### config.mk
export PLATFORM = sky130hd
export DESIGN_NAME = mu0_ctrl
export DESIGN_NICKNAME = d
export VERILOG_FILES = /design/src/rtl/mu0_ctrl.sv
export SDC_FILE = /design/constraint.sdc
export NUM_CORES = 1
export LEC_CHECK = 0
export CORE_AREA = 2 2 39 41
export DETAILED_ROUTE_END_ITERATION = 12
export DIE_AREA = 0 0 41 43
export HOLD_SLACK_MARGIN = 0.05
export SLEW_MARGIN = 20
export SYNTH_ARGS = -nofsm -noshare
export SYNTH_HDL_FRONTEND = slang
export SYNTH_SLANG_ARGS = --single-unit
### constraint.sdc
create_clock -name clk -period 1.1 [get_ports clk]
set_input_delay 0.22 -clock clk [delete_from_list [all_inputs] [get_ports clk]]
set_output_delay 0.22 -clock clk [all_outputs]
set_load 0.1 [all_outputs]
### src/rtl/mu0_ctrl.sv
// MU0 control unit: fetch/execute sequencer with a req/ack memory handshake,
// decoding the IR opcode into datapath enables, mux selects and ALU function.
module mu0_ctrl #(
    parameter bit ILLEGAL_HALT = 1'b1
) (
    input  logic       clk,
    input  logic       reset,
    input  logic [3:0] ir_op,
    input  logic       acc_z,
    input  logic       acc_n,
    input  logic       mem_ack,
    output logic       mem_req,
    output logic       mem_rnw,
    output logic       asel,
    output logic       bsel,
    output logic [1:0] alufs,
    output logic       pc_en,
    output logic       ir_en,
    output logic       acc_en,
    output logic       halted,
    output logic       illegal,
    output logic       retire
);

    typedef enum logic [1:0] {
        FETCH,
        EXEC,
        HALT
    } state_t;

    state_t state;
    logic   fetch_done;
    logic   exec_done;
    logic   stop;

    // Decode is gated by reset so every output drops the moment reset asserts,
    // even with a memory access in flight.
    always_comb begin
        mem_req    = 1'b0;
        mem_rnw    = 1'b0;
        asel       = 1'b0;
        bsel       = 1'b0;
        alufs      = 2'b00;
        pc_en      = 1'b0;
        ir_en      = 1'b0;
        acc_en     = 1'b0;
        fetch_done = 1'b0;
        exec_done  = 1'b0;
        stop       = 1'b0;
        if (reset) begin
            case (state)
                FETCH: begin
                    mem_req = 1'b1;
                    mem_rnw = 1'b1;
                    bsel    = 1'b1;
                    alufs   = 2'b01;
                    if (mem_ack) begin
                        ir_en      = 1'b1;
                        pc_en      = 1'b1;
                        fetch_done = 1'b1;
                    end
                end
                EXEC: begin
                    case (ir_op)
                        4'd0: begin
                            mem_req = 1'b1;
                            mem_rnw = 1'b1;
                            asel    = 1'b1;
                            if (mem_ack) begin
                                acc_en    = 1'b1;
                                exec_done = 1'b1;
                            end
                        end
                        4'd1: begin
                            mem_req = 1'b1;
                            asel    = 1'b1;
                            if (mem_ack) exec_done = 1'b1;
                        end
                        4'd2, 4'd3: begin
                            mem_req = 1'b1;
                            mem_rnw = 1'b1;
                            asel    = 1'b1;
                            alufs   = {1'b1, ir_op[0]};
                            if (mem_ack) begin
                                acc_en    = 1'b1;
                                exec_done = 1'b1;
                            end
                        end
                        4'd4, 4'd5, 4'd6: begin
                            bsel      = 1'b1;
                            exec_done = 1'b1;
                            pc_en     = (ir_op == 4'd4)
                                     || ((ir_op == 4'd5) && !acc_n)
                                     || ((ir_op == 4'd6) && !acc_z);
                        end
                        4'd7: stop = 1'b1;
                        default: begin
                            if (ILLEGAL_HALT) stop = 1'b1;
                            else              exec_done = 1'b1;
                        end
                    endcase
                end
                default: ;
            endcase
        end
        retire = exec_done || stop;
    end

    always_ff @(posedge clk or negedge reset) begin
        if (!reset) begin
            state   <= FETCH;
            halted  <= 1'b0;
            illegal <= 1'b0;
        end else begin
            case (state)
                FETCH: if (fetch_done) state <= EXEC;
                EXEC: begin
                    if (exec_done) begin
                        state <= FETCH;
                    end else if (stop) begin
                        state  <= HALT;
                        halted <= 1'b1;
                        if (ir_op[3]) illegal <= 1'b1;
                    end
                end
                default: ;
            endcase
        end
    end

endmodule

### Yosys cells after proc, flatten, opt, wreduce, memory -nomap -nowiden

Cells that the tools add are included.

* $add $sub $neg: 0
* multipliers: 0
* divide/modulo/power cells: 0
* order comparisons: 0
* equal/unequal tests: 9
* shifts and indexed selects: 0
* mux-type cells: 33
* bitwise operators: 1
* reduce and logical (&&, ||, !) cells: 18

Operators with widths (number)
* $mux 1: 21
* $eq 4x3->1 const B: 3
* $mux 2: 5
* $pmux 1 s2: 5
* $eq 4x2->1 const B: 2
* $pmux 2 s2: 2
* $reduce_or 7->1: 1
* $reduce_and 3->1: 2
* $reduce_or 3->1: 2
* $eq 4x1->1 const B: 1
* $logic_not 4->1: 1
* $reduce_and 4->1: 1
* $reduce_or 4->1: 1
* $logic_or 1x1->1: 3
* $ne 3x3->1 const B: 1
* $eq 2x1->1 const B: 1
* $logic_and 1x1->1: 2
* $logic_not 1->1: 2
* $logic_not 2->1: 1
* $ne 2x2->1 const B: 1
* $reduce_bool 2->1: 1
* $reduce_or 2->1: 1
* $not 1->1: 1

* flip-flop bits (word level): 4
* latch bits: 0
* bits in writable memories: 0
* ROM bits: 0
* input port bits: 9
* word-level logic and storage cells: 64
* memories: 0

### Logic depth before layout (Yosys ltp)

Gate-level depths: netlist (run 1).

* word-level depth: 8
* depth in mapped cells: 4
* mapped depth without buffers: 3

### Least setup slack after synthesis (run 1)

No wires, ideal clock.

* path kind: reg2out
* start: register state[1]
* end: output pc_en
* arrival time: 2.626 ns
* slack: -1.746 ns
* cell stages (with the launch flop): 4
* buffers on the path: 0
* cells stage by stage: dfrtp_1 > nand2b_1 > nor3b_2 > a41o_1

* longest elaborated chain between the ends: 3

RTL lines
* start, declared: RTL line 31 `state_t state;`
* start signal, assigned: RTL line 111 `state <= FETCH;`
* start signal, assigned: RTL line 116 `FETCH: if (fetch_done) state <= EXEC;`
* start signal, assigned: RTL line 119 `state <= FETCH;`
* $eq 2x1->1 or $logic_not 2->1 (tied branches): RTL line 51 `case (state)`
* $pmux 1 s2 *: RTL line 51
* $mux 1 *: RTL line 50 `if (reset) begin`
* end, declared: RTL line 17 `output logic pc_en,`

Every way passes the cells marked *; elsewhere a longest branch is shown, timed or not.

### Worst setup path after layout (run 1)

* start: input mem_ack
* end: output ir_en

* longest elaborated chain between the ends: 3

RTL lines
* start, declared: RTL line 11 `input logic mem_ack,`
* $mux 1: RTL line 57 `if (mem_ack) begin`
* $mux 1: RTL line 51
* $mux 1: RTL line 50
* end, declared: RTL line 18 `output logic ir_en,`

No other way between the ends.

==> run_results.csv, run 1 <==
group,metric,value,unit
synthesis,synth_cell_types,21,
die,die_y,43,um
timing,fin_crit,1.59,ns
synthesis,syn_nets,45,
cells_and_area,fin_util,0.685,
setup_path,crit_path_max_fanout,4,
setup_path,arrival,1.37,ns
die,std_cell_rows,14,
setup_path,worstReg2RegStart,"state[1]$_DFFE_PN0P_",
placement,gp_congestion,0.698,
status,status,"complete, but fails checks",
setup_path,worstPathRequired,0.88,ns
cells_and_area,area_growth,204,%
setup_path,r2r_slack,-0.11,ns
clocking,holdBufCountCts,0,
synthesis,synth_seq_area_share,0.321,
global_route,antenna_found_initial,0,
setup_path,cp_num_buf_inv,3,
global_route,grt_max_degree,6,
setup_path,worstSetupStartpointType,"input port",
status,violations,"setup timing",
timing,worst_pin_slew,0.274,ns
timing,finalCritPeriodShare,1.44,
routing,via_per_inst,4.37,
cells_and_area,fill_cells,111,
clocking,clkLatencyLatePin,0.23,ns
synthesis,yosys-top-cells-count,"nor2_1, dfrtp_1, a21oi_1, nand2_1",
clocking,numCtsBuffers,3,
cells_and_area,multiInputGateArea,310,sq um
clocking,cts_tree,"done",
timing,maxSlewViolCount,0,
timing,setup_ws,-0.487,ns
timing,rsz0062_at_grt,"yes",
cells_and_area,n_antenna_cell,0,
global_route,grt-ovfl-total,0,
routing,first_pass_iters,2,
timing,tns,-4.53,ns
setup_path,crit_family,"buffers and inverters",
synthesis,syn_avg_cell_area,8.65,sq um
synthesis,synth_ff_type,"dfrtp_1",
setup_path,path_cells,"clkdlybuf4s50_1, nor3b_4, buf_4, buf_12",
timing,fin_skew,0.000849,ns
synthesis,async_flop_share,1.00,
global_route,grt_pass1_vias,424,
power_and_ir_drop,leakagePower,0.418,nW
synthesis,postSynthCellCount,36,
routing,wire_per_inst,11.5,um
synthesis,synth_area_leaders,"dfrtp_1, nor2_1, nand3b_4, nor3_4, a21oi_1",
die,io_pins,21,
cells_and_area,layout-drive-gt1-share,0.782,
timing,max_slew_margin,0.817,
die,dieArea,1760,sq um
min_path,hp-class,"input port to asynchronous set/reset pin",
clocking,root_buffer,"clkbuf_4",
synthesis,synth_top_area_frac,0.321,
power_and_ir_drop,power_density,2160,nW/um^2
synthesis,ys_seq_elements,4,
setup_path,crit_type,"input port to primary output",
clocking,path_clk_slew,0.03,ns
clocking,htree_levels,1,
synthesis,yosysWarnings,0,
clocking,clock_sinks,4,
clocking,clock_path_buffers,2,
routing,drt_iter0_drc,1,
routing,vias,411,
synthesis,synth_most_common_cell,"nor2_1",
run,cap_violations,0,
placement,hpwl,829,um
cells_and_area,nNetsFinal,89,
global_route,track_usage,0.148,
routing,drc,0,
die,start_util,0.225,
placement,port_buffers,20,
power_and_ir_drop,irDropWorstVdd,1.14,mV
die,coreArea,1380,sq um
setup_path,cpPeakStageDelay,0.57,ns
timing,max_freq,0.630,GHz
routing,wirelength,1.09,mm
die,die_w,41,um
setup_path,crit_start,"mem_ack",
setup_path,slowest_stage,"clkdlybuf4s50_1",
timing,finalSetupViolations,12,
synthesis,yosysTopAreaCell,"dfrtp_1",
timing,hold_viol_final,0,
global_route,grt_pass1_wl,1.79,mm
synthesis,synth_edf_count,0,
routing,postRouteAntennaNets,0,
setup_path,end_kind,"primary output",
synthesis,synth.cell_area,312,sq um
cells_and_area,seqCellArea,104,sq um
## cell usage in the layout, fill, tap and decap left out, drive strengths merged
cell and instances:
buf 32, nand3b 1, dfrtp 4, a21o 1, clkdlybuf4s50 3, clkinvlp 1
clkbuf 3, nand2b 2, nor3b 1, nor3 2, dlygate4sd2 4, o21ai 2
and3 1, a41o 1, nor2b 1, nor2 6, a21oi 3, clkdlybuf4s15 1
or2 2, a31o 1, a31oi 1, nand2 3, and2 1, and2b 1
## layout make-up
type                    count  area share
well taps                  16      0.0211
multi-input cells          30       0.327
repair buffers             40       0.511
flip-flops and latches      4       0.109
clock buffers               3      0.0237
inverters                   1     0.00792
## final timing paths
check,end,cells after the start
max reg2reg,illegal$_DFFE_PN0P_,4
max in group asynchronous,halted$_DFFE_PN0P_,2
min,state[0]$_DFFE_PN0P_,2
min in group clk,illegal$_DFFE_PN0P_,1
max,ir_en,4
min reg2reg,illegal$_DFFE_PN0P_,1
## through the flow
step / hold slack (ns) / power (mW) / instance area, sq um / std cells / setup WS (ns)
after floorplan: -0.0756 / 1.14 / 367 / 36 / -1.06
after global placement: 0.505 / 1.71 / 838 / 90 / -0.618
after detailed placement: 0.508 / 1.73 / 838 / 90 / -0.642
after CTS: 0.212 / 2.03 / 923 / 93 / -0.483
after global routing: 0.229 / 2.15 / 948 / 94 / -0.538
final: 0.204 / 2.05 / 948 / 94 / -0.487
## sequential cells by signal, indices dropped and copies added, names as in the netlist
name	flops
halted	1
illegal	1
state	2
## routing by layer
metal,vias to the layer above,GRT usage,share of wire
met4,0,0.0600,0
met2,16,0.234,0.54
li1,210,-,-
met5,-,0,0
met3,0,0.0262,0.083
met1,185,0.188,0.37
## logic make-up after synthesis
family | share of synthesized area
AO/OA/AOI/OAI | 0.185
flip-flops | 0.321
buffers and inverters | 0.0482
AND/OR/NAND/NOR | 0.446
## timing repair
| item | 4_1_cts | 5_1_grt |
|---|---|---|
| pin swaps | 7 | 4 |
| buffers inserted | 1 | 1 |
| setup endpoints to repair | 14 | 14 |
| gates resized for setup | 22 | 5 |
## where the power goes
group	internal, mW	switching (mW)	total, mW
Sequential	0.230	0.0900	0.320
Clock	0.122	0.0525	0.174
Combinational	0.665	0.893	1.56
Total	1.02	1.04	2.05
Note: power is estimated with default switching activity, not from simulation.
==> run 2: changes to the inputs <==
--- a/config.mk
+++ b/config.mk
@@ -9,6 +9,8 @@
 export DETAILED_ROUTE_END_ITERATION = 12
 export DIE_AREA = 0 0 41 43
 export HOLD_SLACK_MARGIN = 0.05
+export RECOVER_POWER = 50
+export REMOVE_ABC_BUFFERS = 1
 export SLEW_MARGIN = 20
 export SYNTH_ARGS = -nofsm -noshare
 export SYNTH_HDL_FRONTEND = slang
==> run 2 against run 1 <==
Net effect:
- the flow still finishes with violations (setup timing)
- non-clock buffer count down 3
- via count shrank 0.24%
- clock power about the same
- fmax fell by 1.6%
- register-to-register slack improved by 0.09 ns
- combinational power is essentially flat
- first-iteration DRC count grew to 6.0 times the previous value
- sequential share of layout area grew 0.18 points
- final cell count down 3.2%
- hold slack improved by 0.026 ns
- flip-flop and latch count stayed put
- critical path type is now register to primary output
- critical endpoint is now acc_en
- largest cell class unchanged
- largest power group unchanged
==> run_results.csv, run 2 (synthesis gave the netlist of run 1 again) <==
group,metric,value,unit
cells_and_area,stdcell_count,91,
clocking,clock_sinks,4,
setup_path,arrival,1.39,ns
routing,wire_per_inst,11.9,um
timing,max_slew_margin,0.756,
clocking,clkLatencyLatePin,0.23,ns
setup_path,crit_type,"register to primary output",
die,coreArea,1380,sq um
clocking,cts_tree,"done",
run,cap_violations,0,
routing,drt_iter0_drc,6,
placement,port_buffers,20,
routing,wirelength,1.09,mm
timing,fin_skew,0.00148,ns
placement,gp_congestion,0.754,
clocking,clock_path_buffers,2,
timing,finalSetupViolations,11,
cells_and_area,top_regs,"state: 2 flops, halted: 1 flops, illegal: 1 flops",
cells_and_area,n_antenna_cell,0,
setup_path,worstPathRequired,0.88,ns
routing,drc,0,
timing,setup_ws,-0.513,ns
global_route,top_usage_layer,"met2",
global_route,grt_pass1_wl,1.94,mm
global_route,groute.layer.met1.usage,0.172,
timing,hold_viol_final,0,
die,start_util,0.225,
clocking,path_clk_slew,0.04,ns
setup_path,crit_path_max_fanout,4,
cells_and_area,largest_reg_flops,2,
power_and_ir_drop,leakagePower,0.423,nW
clocking,holdBufCountCts,0,
die,std_cell_rows,14,
clocking,root_buffer,"clkbuf_4",
global_route,grt_max_degree,7,
cells_and_area,final_common_cell,"buf_12",
die,io_pins,21,
die,die_w,41,um
global_route,grt-ovfl-total,0,
routing,postRouteAntennaNets,0,
global_route,antenna_found_initial,0,
timing,finalCritPeriodShare,1.47,
timing,worst_pin_slew,0.362,ns
placement,placed_cells,87,
status,violations,"setup timing",
min_path,hp-class,"input port to asynchronous set/reset pin",
clocking,htree_levels,1,
setup_path,end_kind,"primary output",
cells_and_area,post-route-cell-area,911,sq um
cells_and_area,area_growth,192,%
power_and_ir_drop,irDropWorstVdd,1.73,mV
timing,max_freq,0.620,GHz
timing,maxSlewViolCount,0,
timing,fin_crit,1.61,ns
die,die_y,43,um
global_route,grtUsageMet2,0.256,
placement,placed_cell_area,761,sq um
global_route,track_usage,0.164,
die,dieArea,1760,sq um
cells_and_area,mostFrequentLayoutCells,"buf_12, buf_4, buf_6",
placement,hpwl,810,um
cells_and_area,fill_cells,101,
global_route,use_met3,0.0628,
clocking,numCtsBuffers,3,
setup_path,worstSetupStartpointType,"register",
cells_and_area,nNetsFinal,86,
routing,via_per_inst,4.51,
timing,hold_slack,0.230,ns
power_and_ir_drop,power_density,2250,nW/um^2
global_route,grt_pass1_vias,458,
timing,rsz0062_at_grt,"yes",
cells_and_area,largest-register,"state",
routing,vias,410,
routing,first_pass_iters,4,
cells_and_area,layout-drive-gt1-share,0.680,
status,status,"complete, but fails checks",
cells_and_area,fin_util,0.658,
[run 2: changes by cell type in the layout (fill, tap and decap cells not counted), sizes merged]
| cell | change |
|---|---|
| buf | -3 |
| clkdlybuf4s50 | -1 |
| clkinvlp | -1 |
| dlymetal6s2s | +1 |
| inv | +1 |
[run 2: path summary, 6_finish.rpt]
path,start,to,slack [ns],depth (start not counted)
worst max-delay path,state[1]$_DFFE_PN0P_,acc_en,-0.51,4
worst min-delay path,reset,state[0]$_DFFE_PN0P_,0.23,2
worst max register to register,state[0]$_DFFE_PN0P_,illegal$_DFFE_PN0P_,-0.02,4
worst min register to register,halted$_DFFE_PN0P_,halted$_DFFE_PN0P_,0.53,1
max in group asynchronous,reset,state[0]$_DFFE_PN0P_,0.77,2
min in group clk,ir_op[3],illegal$_DFFE_PN0P_,0.45,2
[run 2: power breakdown]
group / switching (mW) / internal, mW
Combinational: 0.883 / 0.675
Sequential: 0.0958 / 0.223
Clock: 0.0522 / 0.122
[run 2: critical path, cell delays in order (launching register included)]
cell	delay, ns
dfrtp_1	0.40
nand3b_4	0.19
nor3_4	0.18
and3_4	0.23
buf_12	0.17
[run 2: routing by layer]
layer	vias to the layer above	share of wire
met5	-	0
met4	0	0.011
met3	2	0.045
met2	14	0.56
met1	189	0.39
li1	205	-
[run 2: area by class of cell]
type                       count  area, sq um  area share
clock buffer                   3         22.5      0.0247
inverter                       1         6.26     0.00687
multi-input combinational     30          284       0.312
sequential                     4          101       0.111
tap                           16         20.0      0.0220
timing repair buffer          37          477       0.523
[run 2: per-stage QoR]
| step | setup TNS [ns] | power, mW | worst slack (ns) |
|---|---|---|---|
| floorplan | -12.25 | 1.02 | -1.75 |
| global placement | -7.39 | 1.62 | -0.636 |
| detailed placement | -7.70 | 1.62 | -0.674 |
| CTS | -4.49 | 1.96 | -0.497 |
| global route | -5.17 | 2.15 | -0.583 |
| finish | -4.43 | 2.05 | -0.513 |
[run 2: repair_timing]
action	CTS	global route
endpoints found under the setup margin	14	14
pin swaps	6	4
gates resized for setup	27	12
buffers inserted	3	1
